===== config.mk =====
export PLATFORM = sky130hd
export DESIGN_NAME = regfile_wb_arbiter
export DESIGN_NICKNAME = d
export VERILOG_FILES = /design/src/rtl/regfile_pkg.sv /design/src/rtl/wb_fifo.sv /design/src/rtl/regfile_wb_arbiter.sv
export SDC_FILE = /design/constraint.sdc
export NUM_CORES = 1
export LEC_CHECK = 0
export BUFFER_PORTS_ARGS = -buffer_cell sky130_fd_sc_hd__buf_2
export CAP_MARGIN = 30
export CORE_MARGIN = 3
export CORE_UTILIZATION = 60
export CTS_CLUSTER_DIAMETER = 30
export DETAILED_ROUTE_END_ITERATION = 16
export PLACE_DENSITY = 0.81
export SLEW_MARGIN = 0
export SYNTH_ARGS = -nofsm -noshare
export SYNTH_HDL_FRONTEND = slang
export SYNTH_SLANG_ARGS = --single-unit

===== constraint.sdc =====
create_clock -name clk -period 9.8 [get_ports clk]
set_input_delay 2.45 -clock clk [delete_from_list [all_inputs] [get_ports clk]]
set_output_delay 2.45 -clock clk [all_outputs]
set_load 0.01 [all_outputs]

===== src/rtl/regfile_pkg.sv =====
// Shared types and widths for the register-file write-back path.
package regfile_pkg;
  localparam int REG_ADDR_W = 4;
  localparam int DATA_W     = 32;
  localparam int NUM_REGS   = 16;

  typedef struct packed {
    logic [REG_ADDR_W-1:0] addr;
    logic [DATA_W-1:0]     data;
  } wb_req_t;

  function automatic logic [NUM_REGS-1:0] addrOneHot(input logic [REG_ADDR_W-1:0] a);
    addrOneHot    = '0;
    addrOneHot[a] = 1'b1;
  endfunction
endpackage


===== src/rtl/wb_fifo.sv =====
// Small write-back request FIFO with a per-entry view used to build the pending-write mask.
module wb_fifo
  import regfile_pkg::*;
#(
  parameter int DEPTH = 2
) (
  input  logic                                  clk,
  input  logic                                  rst,
  input  logic                                  flush,
  input  logic                                  push,
  input  logic                                  pop,
  input  wb_req_t                               pushReq,
  output logic                                  full,
  output logic                                  empty,
  output wb_req_t                               head,
  output logic [DEPTH-1:0]                      entryValid,
  output logic [DEPTH-1:0][REG_ADDR_W-1:0]      entryAddr
);
  localparam int PTR_W = $clog2(DEPTH);
  localparam int CNT_W = PTR_W + 1;

  wb_req_t            mem [DEPTH];
  logic [PTR_W-1:0]   wrPtr;
  logic [PTR_W-1:0]   rdPtr;
  logic [CNT_W-1:0]   count;
  logic               doPush;
  logic               doPop;

  assign full   = (count == CNT_W'(DEPTH));
  assign empty  = (count == '0);
  assign doPush = push & ~full & ~flush;
  assign doPop  = pop & ~empty & ~flush;
  assign head   = mem[rdPtr];

  always_ff @(posedge clk or posedge rst) begin
    if (rst) begin
      wrPtr <= '0;
      rdPtr <= '0;
      count <= '0;
    end else if (flush) begin
      wrPtr <= '0;
      rdPtr <= '0;
      count <= '0;
    end else begin
      if (doPush) wrPtr <= wrPtr + PTR_W'(1);
      if (doPop)  rdPtr <= rdPtr + PTR_W'(1);
      case ({doPush, doPop})
        2'b10:   count <= count + CNT_W'(1);
        2'b01:   count <= count - CNT_W'(1);
        default: count <= count;
      endcase
    end
  end

  // Payload storage carries no reset; validity comes from the pointers and count.
  always_ff @(posedge clk) begin
    if (doPush) mem[wrPtr] <= pushReq;
  end

  always_comb begin
    logic [PTR_W-1:0] offset;
    offset     = '0;
    entryValid = '0;
    entryAddr  = '0;
    for (int i = 0; i < DEPTH; i++) begin
      offset        = PTR_W'(i) - rdPtr;
      entryValid[i] = ({1'b0, offset} < count);
      entryAddr[i]  = mem[i].addr;
    end
  end
endmodule


===== src/rtl/regfile_wb_arbiter.sv =====
// Arbitrates two buffered write-back sources onto the single registered register-file write port.
module regfile_wb_arbiter
  import regfile_pkg::*;
#(
  parameter int DEPTH   = 2,
  parameter int RR_MODE = 0
) (
  input  logic                  clk,
  input  logic                  rst,
  input  logic                  flush,
  input  logic                  src0_valid,
  output logic                  src0_ready,
  input  logic [REG_ADDR_W-1:0] src0_addr,
  input  logic [DATA_W-1:0]     src0_data,
  input  logic                  src1_valid,
  output logic                  src1_ready,
  input  logic [REG_ADDR_W-1:0] src1_addr,
  input  logic [DATA_W-1:0]     src1_data,
  output logic                  wb_en,
  output logic [REG_ADDR_W-1:0] wb_addr,
  output logic [DATA_W-1:0]     wb_val,
  output logic [NUM_REGS-1:0]   pending_mask
);
  logic                             full0, full1, empty0, empty1;
  wb_req_t                          head0, head1;
  logic [DEPTH-1:0]                 valid0, valid1;
  logic [DEPTH-1:0][REG_ADDR_W-1:0] addr0, addr1;
  logic                             grant0, grant1;
  logic                             prioSrc1;

  assign src0_ready = ~full0 & ~rst;
  assign src1_ready = ~full1 & ~rst;

  wb_fifo #(.DEPTH(DEPTH)) fifo0 (
    .clk(clk), .rst(rst), .flush(flush),
    .push(src0_valid & src0_ready), .pop(grant0),
    .pushReq('{addr: src0_addr, data: src0_data}),
    .full(full0), .empty(empty0), .head(head0),
    .entryValid(valid0), .entryAddr(addr0)
  );

  wb_fifo #(.DEPTH(DEPTH)) fifo1 (
    .clk(clk), .rst(rst), .flush(flush),
    .push(src1_valid & src1_ready), .pop(grant1),
    .pushReq('{addr: src1_addr, data: src1_data}),
    .full(full1), .empty(empty1), .head(head1),
    .entryValid(valid1), .entryAddr(addr1)
  );

  // Only registered emptiness is consulted, so a same-edge push is never granted.
  always_comb begin
    grant0 = 1'b0;
    grant1 = 1'b0;
    if (!flush) begin
      if (!empty0 && !empty1) begin
        if (RR_MODE == 0 || !prioSrc1) grant0 = 1'b1;
        else                           grant1 = 1'b1;
      end else if (!empty0) begin
        grant0 = 1'b1;
      end else if (!empty1) begin
        grant1 = 1'b1;
      end
    end
  end

  always_ff @(posedge clk or posedge rst) begin
    if (rst) begin
      prioSrc1 <= 1'b0;
      wb_en    <= 1'b0;
      wb_addr  <= '0;
      wb_val   <= '0;
    end else begin
      wb_en <= grant0 | grant1;
      if (grant0) begin
        prioSrc1 <= 1'b1;
        wb_addr  <= head0.addr;
        wb_val   <= head0.data;
      end else if (grant1) begin
        prioSrc1 <= 1'b0;
        wb_addr  <= head1.addr;
        wb_val   <= head1.data;
      end
    end
  end

  always_comb begin
    pending_mask = '0;
    for (int i = 0; i < DEPTH; i++) begin
      if (valid0[i]) pending_mask |= addrOneHot(addr0[i]);
      if (valid1[i]) pending_mask |= addrOneHot(addr1[i]);
    end
    if (wb_en) pending_mask |= addrOneHot(wb_addr);
  end
endmodule


Word-level counts from Yosys, hierarchy flattened
Memory sizes are Yosys's and may differ from the RTL's.
Index checks and enable logic that the tools add are counted.
Widths: inputs -> output; s select.
Storage, ports and cells
  register bits after elaboration: 45
  RAM bits: 144
  logic and storage cells: 125
  memories: 2
Memory list
  fifo0.mem: words 2, width 36, rd ports 3, clocked after memory_dff 0, write ports 1, line wb_fifo.sv:22  | wb_req_t mem [DEPTH];
  fifo1.mem: words 2, width 36, rd ports 3, clocked after memory_dff 0, write ports 1, line wb_fifo.sv:22
Cells by class
  add/sub/neg operators: 12
  order comparisons: 14
  eq/ne operators: 6
  muxes and demuxes: 42
  bitwise gates (word level): 23
  reduce and logical (&&, ||, !) cells: 17
Operators with widths (number)
  $mux 16: 5
  $mux 32: 2
  $or 16x16->16: 4
  $lt 4x5->1 const B: 5
  $mux 1: 24
  $demux 1 s4: 5
  $ge 4x1->1 const B: 5
  $and 1x1->1: 12
  $reduce_bool 2->1: 5
  $eq 2x2->1 const B: 4
  $lt 1x2->1: 4
  $mux 4: 2
  $pmux 2 s2: 2
  $logic_and 1x1->1: 6
  $not 1->1: 6
  $reduce_bool 3->1: 2
  $add 1x1->1 const B: 4
  $add 2x1->2 const B: 2
  $eq 2x1->1 const B: 2
  $logic_not 2->1: 2
  $mux 2: 2
  $sub 1x1->1 const A: 4
  $sub 2x1->2 const B: 2
  $logic_not 1->1: 2
  $or 1x1->1: 1

Logic depth before layout (Yosys ltp)
Gate-level depths: netlist of run 1.
  depth in word-level cells: 13
  mapped depth: 7
  gate-level depth less buffers: 4

Hierarchy
A second synthesis of run 1 with hierarchy kept.
Unflattened totals
  cell total of the unflattened synthesis: 588
  area total of the unflattened synthesis: 8350.5 sq um
Modules (own cells, without submodules)
  wb_fifo: times used 2, cells an instance 152, area each 2931.6 sq um
  regfile_wb_arbiter: times used 1, cells an instance 284, area each 2487.4 sq um

Least setup slack after synthesis of run 1
No wires, ideal clock.
  path type: input port to flip-flop
  start point: input port rst
  end point: memory fifo0.mem[1][0] in the netlist's numbering, enable pin
  setup time: 0.482 ns
  arrival: 6.510 ns
  required time: 9.318 ns
  slack: 2.808 ns
  stages on the path: 3
  path buffers: 0
  cell sequence: inv_1 > nand3_1 > nor3b_1
Between the ends
  word-level cells in the longest chain between the ends: 7
Ends and longest elaborated chain
  from (decl): line regfile_wb_arbiter.sv:9  | input logic rst,
  $not 1->1: line regfile_wb_arbiter.sv:31  | assign src0_ready = ~full0 & ~rst;
  $and 1x1->1: line regfile_wb_arbiter.sv:31
  $and 1x1->1: line regfile_wb_arbiter.sv:36  | .push(src0_valid & src0_ready), .pop(grant0),
  $and 1x1->1 (2 in series): line wb_fifo.sv:31  | assign doPush = push & ~full & ~flush;
  $mux 1: line wb_fifo.sv:57  | if (doPush) mem[wrPtr] <= pushReq;
  $mux 1 (implied by the code): line wb_fifo.sv:57
  to (decl): line wb_fifo.sv:22
No other way between the ends.

Worst setup path in the final report of run 1
  start point: input port rst
  end point: output port src0_ready
Between the ends
  word-level cells in the longest chain between the ends: 2
Ends and longest elaborated chain
  $not 1->1: line regfile_wb_arbiter.sv:31
  $and 1x1->1: line regfile_wb_arbiter.sv:31
  to (decl): line regfile_wb_arbiter.sv:12  | output logic src0_ready,
No other way between the ends.

==> reports/metrics.cfg, run 1 <==
[synthesis]
synth-edff-count=144
synth.distinct_cells=53
syn_avg_cell_area_um2=14.7
synth_top_area_share_pct=54.0
ys_top_cells_by_count=144 x edfxtp_1, 72 x mux2i_1, 47 x nor3_1, 45 x dfrtp_1, 24 x nor2_1
netlist_area_um2=8010
postSynthCellCount=546
seq_area_frac_synth_pct=68.0
async_reset_ff_share_pct=23.8
ys_top_cells_by_area=edfxtp_1 54%, dfrtp_1 14%, mux2i_1 9.0%
ys_ff_latch=189
yosysMostFrequentCell=edfxtp_1
yosysWarnings=0
synth_top_cell_by_area=edfxtp_1
ys.flop_type=edfxtp_1
syn-num-nets=623

[sta]
worstMarginPinSlew_ps=671
hold_viol=0
whs_ps=609
drv_slew=0
final-setup-viol-count=0
fin_tns_setup_ps=0
max_freq_mhz=169
rsz0062_at_grt=false
finClkSkew_ps=20.6
post-route-period-util_pct=60.5
post-route-min-period_ps=5930
slew-limit-headroom_pct=55.2

[die]
dieArea_um2=14800
io_pins=132
start_util_pct=62.5
core_region_area_um2=12800
dieWidth_um=122
num_rows=41
fp.dieH_um=122

[route]
drc_errors=0
drt_wl_total_um=19500
wire_per_inst_um=22.8
drtIter0Drc=554
post_drt_via_cell_ratio=6.27
first_pass_iters=5
drtAntennaViolNets=0
vias=5370

[critical_path]
arrival_ps=3480
crit_fanout=49
worst-setup-path-type=primary input to output pin
cp-end-kind=output pin
critPathLaunchType=primary input
cp.required_ps=7350

[finish]
fill_cells=828
multi_input_area_um2=2390
syn_to_final_growth_pct=17.8
final_nets=748
drive_gt1_share_pct=30.1
seq_area_um2=5450
final-instance-count-excl-fill=857

[global_routing]
grtUsageMet1_pct=34.0
grt-busiest-layer=met2
met3_usage_pct=5.15
grt_use_met2_pct=45.9
antenna_found_initial=2
grt_max_degree=55
grt.total_usage_pct=26.9
grt_pass1_vias=5458
grt_pass1_wl_um=29800
grt_remaining_overflow=0

[placement]
dp_cells=823
gp_congestion=0.931
hpwl_um=12300
io_buffers=131

[clocking]
post_cts_resized=0
root_buffer=clkbuf_16
postCtsSetupBuffers=0
clk_pin_slew_ps=70
cts.sinks=189
cts_tree=built
cts.htree.levels=4
cts_buffers=17
clk_path_buf_depth=2
insertion_delay_ps=430
holdBufCountCts=0

[power]
p_leak_uw=0.00345
p_per_area_nw_per_um2=197
vdd.ir_drop.worst_v=0.000157

[run]
maxCapViolations=0

[outcome]
status=complete, no violations

[worst_hold_path]
holdCritPathClass=flop to flop

-- worst paths after layout --
kind                       depth (start not counted)           to  slack, ps           start
min in group asynchronous                          3    wb_val[1]       2210             rst
max                                                5   src0_ready       3870             rst
max in group asynchronous                          3  fifo1.rdPtr       7100             rst
min                                                2  fifo0.wrPtr        610     fifo0.wrPtr
min reg2reg                                        2  fifo0.wrPtr        610     fifo0.wrPtr
max reg2reg                                        5   wb_val[22]       7360  fifo0.count[1]
-- worst max-delay path, stage by stage --
cell and delay (ps):
buf_2 120, inv_2 40, buf_4 520, and2_1 220
buf_2 120
-- report_power, final --
part	internal, uW	switching, uW
clock network	361	319
registers	914	43.7
logic	96.3	121
-- cell families after synthesis --
family / count (synthesis) / synth area share (%)
flip-flops: 189 / 68.0
XOR/XNOR: 2 / 0.219
multiplexers: 73 / 9.13
AO/OA/AOI/OAI: 85 / 9.60
buffers and inverters: 44 / 2.61
AND/OR/NAND/NOR: 153 / 10.4
-- flip-flops by register name, indices dropped and copies added, names as in the netlist, 2 cells and up --
name and cells:
fifo0.mem 72, fifo1.mem 72, wb_val 32, wb_addr 4, fifo0.count 2, fifo1.count 2
-- per-stage QoR --
stage	area (um2)	setup WS, ps	power (uW)	utilization [%]
floorplan	8010	2810	1090	-
global placement	8830	3850	1180	68.8
detailed placement	8830	3830	1190	68.8
CTS	9420	3830	1860	73.4
global route	9440	3760	1920	73.6
finish	9440	3870	1860	73.6
-- placed cells by master, fill, tap and decap left out, drive strengths merged, types with 5 or more instances in the layout --
cell,instances
nand2b,12
nand4,7
nor2,26
nor2b,6
nand3,14
mux2i,72
dfrtp,45
buf,143
edfxtp,144
a21oi,10
clkbuf,18
inv,11
a221oi,36
nand2,12
nor3,47
nand3b,5
clkinv,7
o22ai,9
a31oi,6
o211ai,8
-- routing by layer --
metal / wire length, um / share of wire (%)
met1: 7600 / 39
met2: 10200 / 52
met3: 1150 / 5.9
met4: 540 / 2.8
met5: 7 / 0.036
-- layout make-up --
type	instances	share of cell area [%]
clock inverters	14	1.68
clock buffers	18	4.55
diodes	1	0.0265
inverters	7	0.278
flip-flops and latches	189	57.8
repair buffers	143	8.03
well taps	172	2.28
multi-input cells	313	25.4
No activity file was read; power rests on OpenSTA's default activity.
==> run 2, diff against run 1 <==
--- a/config.mk
+++ b/config.mk
@@ -8,10 +8,10 @@
 export BUFFER_PORTS_ARGS = -buffer_cell sky130_fd_sc_hd__buf_2
 export CAP_MARGIN = 30
 export CORE_MARGIN = 3
-export CORE_UTILIZATION = 60
+export CORE_UTILIZATION = 51
 export CTS_CLUSTER_DIAMETER = 30
 export DETAILED_ROUTE_END_ITERATION = 16
-export PLACE_DENSITY = 0.81
+export PLACE_DENSITY = 0.73
 export SLEW_MARGIN = 0
 export SYNTH_ARGS = -nofsm -noshare
 export SYNTH_HDL_FRONTEND = slang
==> constraint.sdc (replaced) <==
create_clock -name clk -period 5.35 [get_ports clk]
set_input_delay 1.3375 -clock clk [delete_from_list [all_inputs] [get_ports clk]]
set_output_delay 1.3375 -clock clk [all_outputs]
set_load 0.01 [all_outputs]
==> run 2 against run 1 <==
- wire length is 6.2% lower
- core utilization shrank 11 points
- first-iteration DRC count down 26%
- hold slack improved by 16 ps
- setup slack lost 2300 ps
- register-to-register slack got worse by 4500 ps
- largest power group unchanged
==> reports/metrics.cfg, run 2 (synthesis results as in run 1) <==
[outcome]
status=complete, no violations

[route]
wire_per_inst_um=20.4  ; -10%
first_pass_iters=6  ; +1
drtAntennaViolNets=0  ; unchanged
drt_wl_total_um=18300  ; -6.2%
drtIter0Drc=412  ; -26%
drc_errors=0  ; unchanged
post_drt_via_cell_ratio=5.79  ; -7.6%
vias=5182  ; -3.5%

[finish]
final_util_pct=62.7  ; -11 points
final_cell_area_um2=9610  ; +1.8%
biggestRegsByFlops=fifo0.mem x72, fifo1.mem x72, wb_val x32
final_nets=747  ; -0.13%
seq_area_um2=5450  ; unchanged
final_cell_mix=144 x edfxtp_1, 131 x buf_2, 72 x mux2i_1, 46 x nor3_1, 43 x dfrtp_1
multi_input_area_um2=2410  ; +0.52%
final_common_cell=edfxtp_1
syn_to_final_growth_pct=19.9
drive_gt1_share_pct=30.2  ; +0.044 points
fill_cells=1170  ; +41%

[global_routing]
grt_remaining_overflow=0  ; unchanged
grt.total_usage_pct=21.6  ; -5.3 points
antenna_found_initial=2  ; unchanged
grt_max_degree=55  ; unchanged
grt_pass1_wl_um=28900  ; -2.9%
grt_pass1_vias=5283  ; -3.2%

[critical_path]
r2r_end=fifo0.mem[1][8]
startpoint=fifo1.rdPtr
arrival_ps=2400  ; -1080 ps
cp-end-kind=output pin
worst-setup-path-type=flop to output pin
cp-endpoint=pending_mask[1]
cp.required_ps=4010  ; -3340 ps
crit_fanout=16  ; -67%
rr_startpoint=fifo0.count[0]
reg2reg_slack_ps=2850  ; -4510 ps
r2r.worst_path.cells=4  ; -1
critPathLaunchType=flop

[sta]
finClkSkew_ps=8.67  ; -11.9 ps
postLayoutSetupSlackWorst_ps=1610  ; -2260 ps
post-route-min-period_ps=3740
worstMarginPinSlew_ps=744  ; +72.7 ps
rsz0062_at_grt=false
slew-limit-headroom_pct=50.2  ; -5.0 points
hold_viol=0  ; unchanged
max_freq_mhz=267
fin_tns_setup_ps=0  ; unchanged
post-route-period-util_pct=69.9
final-setup-viol-count=0  ; unchanged
drv_slew=0  ; unchanged
whs_ps=625  ; +15.8 ps

[clocking]
post_cts_resized=0  ; unchanged
cts_tree=built
clk_pin_slew_ps=60  ; about the same
insertion_delay_ps=420  ; about the same
cts_buffers=17  ; unchanged
cts.sinks=189  ; unchanged
postCtsSetupBuffers=0  ; unchanged
clk_path_buf_depth=2  ; unchanged
root_buffer=clkbuf_16
holdBufCountCts=0  ; unchanged
cts.htree.levels=4  ; unchanged

[placement]
placed_area_um2=8900  ; +0.84%
io_buffers=131  ; unchanged
hpwl_um=12700  ; +3.3%
dp_slack_ps=1630  ; -2200 ps
gp_congestion=0.928  ; -0.28%

[die]
dieWidth_um=131  ; +8.0%
num_rows=45  ; +9.8%
dieArea_um2=17300  ; +17%
start_util_pct=52.3  ; -10 points
fp.dieH_um=131  ; +8.0%
io_pins=132  ; unchanged
core_region_area_um2=15300  ; +19%

[run]
maxCapViolations=0  ; unchanged

[power]
vdd.ir_drop.worst_v=0.000243  ; +55%
p_leak_uw=0.00350  ; +1.4%
p_per_area_nw_per_um2=371  ; +89%

[worst_hold_path]
holdCritPathClass=flop to flop

## run 2: cell count changes in the layout (fill, tap and decap cells not counted), sizes merged
cell,delta
clkinvlp,+1
inv,-1
clkinv,-6
buf,-1
clkbuf,+1
bufinv,+5
## run 2: worst min path at each step
stage	depth (start not counted)	slack, ps	startpoint	end
floorplan	2	540	fifo0.wrPtr	fifo0.wrPtr
global placement	2	590	fifo1.wrPtr	fifo1.wrPtr
detailed placement	2	600	wb_val[21]	wb_val[21]
CTS	2	620	wb_val[21]	wb_val[21]
global route	2	660	fifo1.mem[0][14]	wb_val[14]
finish	2	630	wb_val[21]	wb_val[21]
## run 2: critical path, stage by stage, from the launching register on
cell and delay, ps:
dfrtp_2 690, nor2b_1 140, o211ai_1 400, nor3_1 80
or4_1 510, buf_2 160
## run 2: cell type report
| class | count | share of cell area, % |
|---|---|---|
| inverters | 7 | 0.273 |
| diodes | 1 | 0.0260 |
| multi-input cells | 313 | 25.1 |
| clock inverters | 13 | 2.44 |
| well taps | 211 | 2.75 |
| clock buffers | 19 | 4.61 |
| repair buffers | 142 | 8.10 |
| flip-flops and latches | 189 | 56.8 |
## run 2: through the flow
stage               instances  total power [uW]
floorplan                 546              2000
global placement          860              2160
detailed placement        861              2180
CTS                       893              3600
global route              894              3700
finish                    895              3570
## run 2: per-layer routing
layer / share of wire (%) / vias to the layer above / track usage (%)
li1: - / 2400 / -
met1: 41 / 2564 / 26.3
met2: 52 / 179 / 37.1
met3: 5.2 / 37 / 5.36
met4: 2.5 / 2 / 8.58
met5: 0.071 / - / 0
## run 2: power breakdown
part           internal [uW]  leakage [uW]  switching, uW
combinational            178       0.00136            215
clock                    892      0.000321            525
sequential              1680       0.00182           81.5
total                   2750       0.00350            821
==> run 3, diff against run 2 <==
--- a/config.mk
+++ b/config.mk
@@ -8,10 +8,10 @@
 export BUFFER_PORTS_ARGS = -buffer_cell sky130_fd_sc_hd__buf_2
 export CAP_MARGIN = 30
 export CORE_MARGIN = 3
-export CORE_UTILIZATION = 51
+export CORE_UTILIZATION = 56
 export CTS_CLUSTER_DIAMETER = 30
 export DETAILED_ROUTE_END_ITERATION = 16
-export PLACE_DENSITY = 0.73
+export PLACE_DENSITY = 0.76
 export SLEW_MARGIN = 0
 export SYNTH_ARGS = -nofsm -noshare
 export SYNTH_HDL_FRONTEND = slang
==> constraint.sdc (replaced) <==
create_clock -name clk -period 3.8 [get_ports clk]
set_input_delay 0.95 -clock clk [delete_from_list [all_inputs] [get_ports clk]]
set_output_delay 0.95 -clock clk [all_outputs]
set_load 0.01 [all_outputs]
==> run 3 against run 2 <==
- critical path depth is the same
- global-route usage grew 2.7 points
- via count grew 2.0%
- sequential power grew 40%
- clock skew shrank 0.97 ps
- hold slack lost 170 ps
- wire length grew 3.3%
- cell area shrank 1.5%
- sequential cell count is the same
- setup slack lost 870 ps
- combinational power grew 43%
- critical path type unchanged
- largest power group unchanged
==> reports/metrics.cfg, run 3 (synthesis results as in run 1) <==
[clocking]
cts_buffers=17  ; unchanged
cts.htree.levels=4  ; unchanged
clk_pin_slew_ps=70  ; about the same
holdBufCountCts=0  ; unchanged
postCtsSetupBuffers=0  ; unchanged
insertion_delay_ps=410  ; about the same
post_cts_resized=0  ; unchanged
cts.sinks=189  ; unchanged
clk_path_buf_depth=2  ; unchanged
cts_tree=built
root_buffer=clkbuf_16

[power]
combPwrFrac_pct=11.7  ; +0.7 points
p_per_area_nw_per_um2=508  ; +37%
switching_share_pct=24.9  ; +1.9 points
p_clk_share_pct=37.2  ; -2.5 points
total_power_uw=4810  ; +35%
p_int_uw=3610  ; +31%
vdd.ir_drop.worst_v=0.000380  ; +56%
switchingPower_uw=1200  ; +46%
seqPwrFrac_pct=51.2  ; +1.9 points
p_leak_uw=0.00346  ; -1.1%

[outcome]
status=complete, no violations

[sta]
rsz0062_at_grt=false
max_freq_mhz=326
worstMarginPinSlew_ps=904  ; +160 ps
final-setup-viol-count=0  ; unchanged
hold_viol=0  ; unchanged
fin_tns_setup_ps=0  ; unchanged
drv_slew=0  ; unchanged
finClkSkew_ps=7.70  ; -0.971 ps
postLayoutSetupSlackWorst_ps=736  ; -873 ps
slew-limit-headroom_pct=39.7  ; -10 points
post-route-period-util_pct=80.6
post-route-min-period_ps=3060

[critical_path]
cp.buffers_inverters=1  ; unchanged
cpPeakStageDelay_ps=530  ; -160 ps
reg2reg_slack_ps=1610  ; -1240 ps
critical-path-top-delay-family=simple AND/OR/NAND/NOR gates
cp.depth=5  ; unchanged
crit_fanout=8  ; -8
cp_slowest_cell=or4_1
crit_chain=nor2b_4 -> o211ai_2 -> o32ai_1 -> or4_1 -> buf_2
r2r.worst_path.cells=4  ; unchanged
cp.required_ps=2850  ; -1160 ps
arrival_ps=2110  ; -290 ps
critPathLaunchType=flop
cp-end-kind=output pin
worst-setup-path-type=flop to output pin

[finish]
drive_gt1_share_pct=30.1  ; -0.10 points
final_common_cell=edfxtp_1
syn_to_final_growth_pct=18.1
final_cell_mix=144 x edfxtp_1, 131 x buf_2, 72 x mux2i_1, 46 x nor3_1, 43 x dfrtp_1
fill_cells=973  ; -17%
final_cell_area_um2=9470  ; -1.5%
biggestRegsByFlops=fifo0.mem x72, fifo1.mem x72, wb_val x32
final_nets=746  ; -0.13%

[die]
num_rows=43  ; -4.4%
dieWidth_um=126  ; -4.4%
io_pins=132  ; unchanged
start_util_pct=57.5  ; +5.2 points
dieArea_um2=15800  ; -8.5%
fp.dieH_um=126  ; -4.4%
core_region_area_um2=13900  ; -9.0%

[global_routing]
grt.total_usage_pct=24.3  ; +2.7 points
antenna_found_initial=4  ; +2
grt_pass1_wl_um=29900  ; +3.4%
grt_pass1_vias=5343  ; +1.1%
grt_max_degree=75  ; +36%
grt_remaining_overflow=0  ; unchanged

[route]
post_drt_via_cell_ratio=6.13  ; +5.8%
drc_errors=0  ; unchanged
first_pass_iters=5  ; -1
drtIter0Drc=520  ; +26%
wire_per_inst_um=21.9  ; +7.1%
vias=5286  ; +2.0%
drtAntennaViolNets=0  ; unchanged
drt_wl_total_um=18900  ; +3.3%

[placement]
dp_slack_ps=1180  ; -447 ps
io_buffers=131  ; unchanged
hpwl_um=12100  ; -4.5%
gp_congestion=0.931  ; +0.26%
placed_area_um2=8860  ; -0.48%

[run]
maxCapViolations=0  ; unchanged

[worst_hold_path]
holdCritPathClass=primary input to asynchronous set/reset pin

-- run 3: changes by cell type in the layout (fill, tap and decap cells not counted), moves of 2 or more --
cell	delta
bufinv_16	-4
inv_8	+3
clkinvlp_4	-2
clkinv_4	+4
-- run 3: per-stage QoR --
stage                     hold slack, ps  instances  utilization [%]
after floorplan                      538        546                -
final                                454        863             67.9
after CTS                            438        862             67.9
after detailed placement             601        830             63.6
after global routing                 446        863             67.9
after global placement               590        830             63.6
-- run 3: final cells by class --
| class | count | area, um2 | share of cell area, % |
|---|---|---|---|
| clock buffer | 18 | 429 | 4.53 |
| tap | 180 | 225 | 2.38 |
| inverter | 7 | 30.0 | 0.317 |
| clock inverter | 14 | 176 | 1.86 |
| sequential | 189 | 5450 | 57.6 |
| multi-input combinational | 313 | 2410 | 25.4 |
| antenna | 1 | 2.50 | 0.0264 |
| timing repair buffer | 141 | 743 | 7.85 |
-- run 3: per-layer routing --
| metal | wire length, um | global-route usage (%) |
|---|---|---|
| met3 | 1430 | 6.40 |
| met2 | 9460 | 39.7 |
| met1 | 7690 | 32.8 |
| met5 | 34 | 0 |
| met4 | 268 | 6.44 |
-- run 3: worst register-to-register path, delay by kind of cell, from the launching register on --
family	cells	cell delay [ps]
buffers and inverters	1	340
and+or+nand+nor	3	1060
DFF	1	490
-- run 3: power by group through the flow --
| stage | Combinational [uW] | Sequential [uW] | Clock, uW |
|---|---|---|---|
| after floorplan | 314 | 2510 | 0 |
| after global routing | 608 | 2480 | 1900 |
| after detailed placement | 565 | 2500 | 0 |
| after CTS | 569 | 2460 | 1820 |
| after global placement | 550 | 2490 | 0 |
| final | 562 | 2460 | 1790 |
-- run 3: final timing paths --
kind                                      from         endpoint
worst min register to register     fifo1.wrPtr      fifo1.wrPtr
min in group clk                   fifo1.wrPtr      fifo1.wrPtr
worst max-delay path            fifo0.count[0]  pending_mask[3]
worst max register to register  fifo1.count[1]  fifo1.mem[1][2]
max in group asynchronous                  rst      fifo0.rdPtr
worst min-delay path                       rst      fifo1.wrPtr
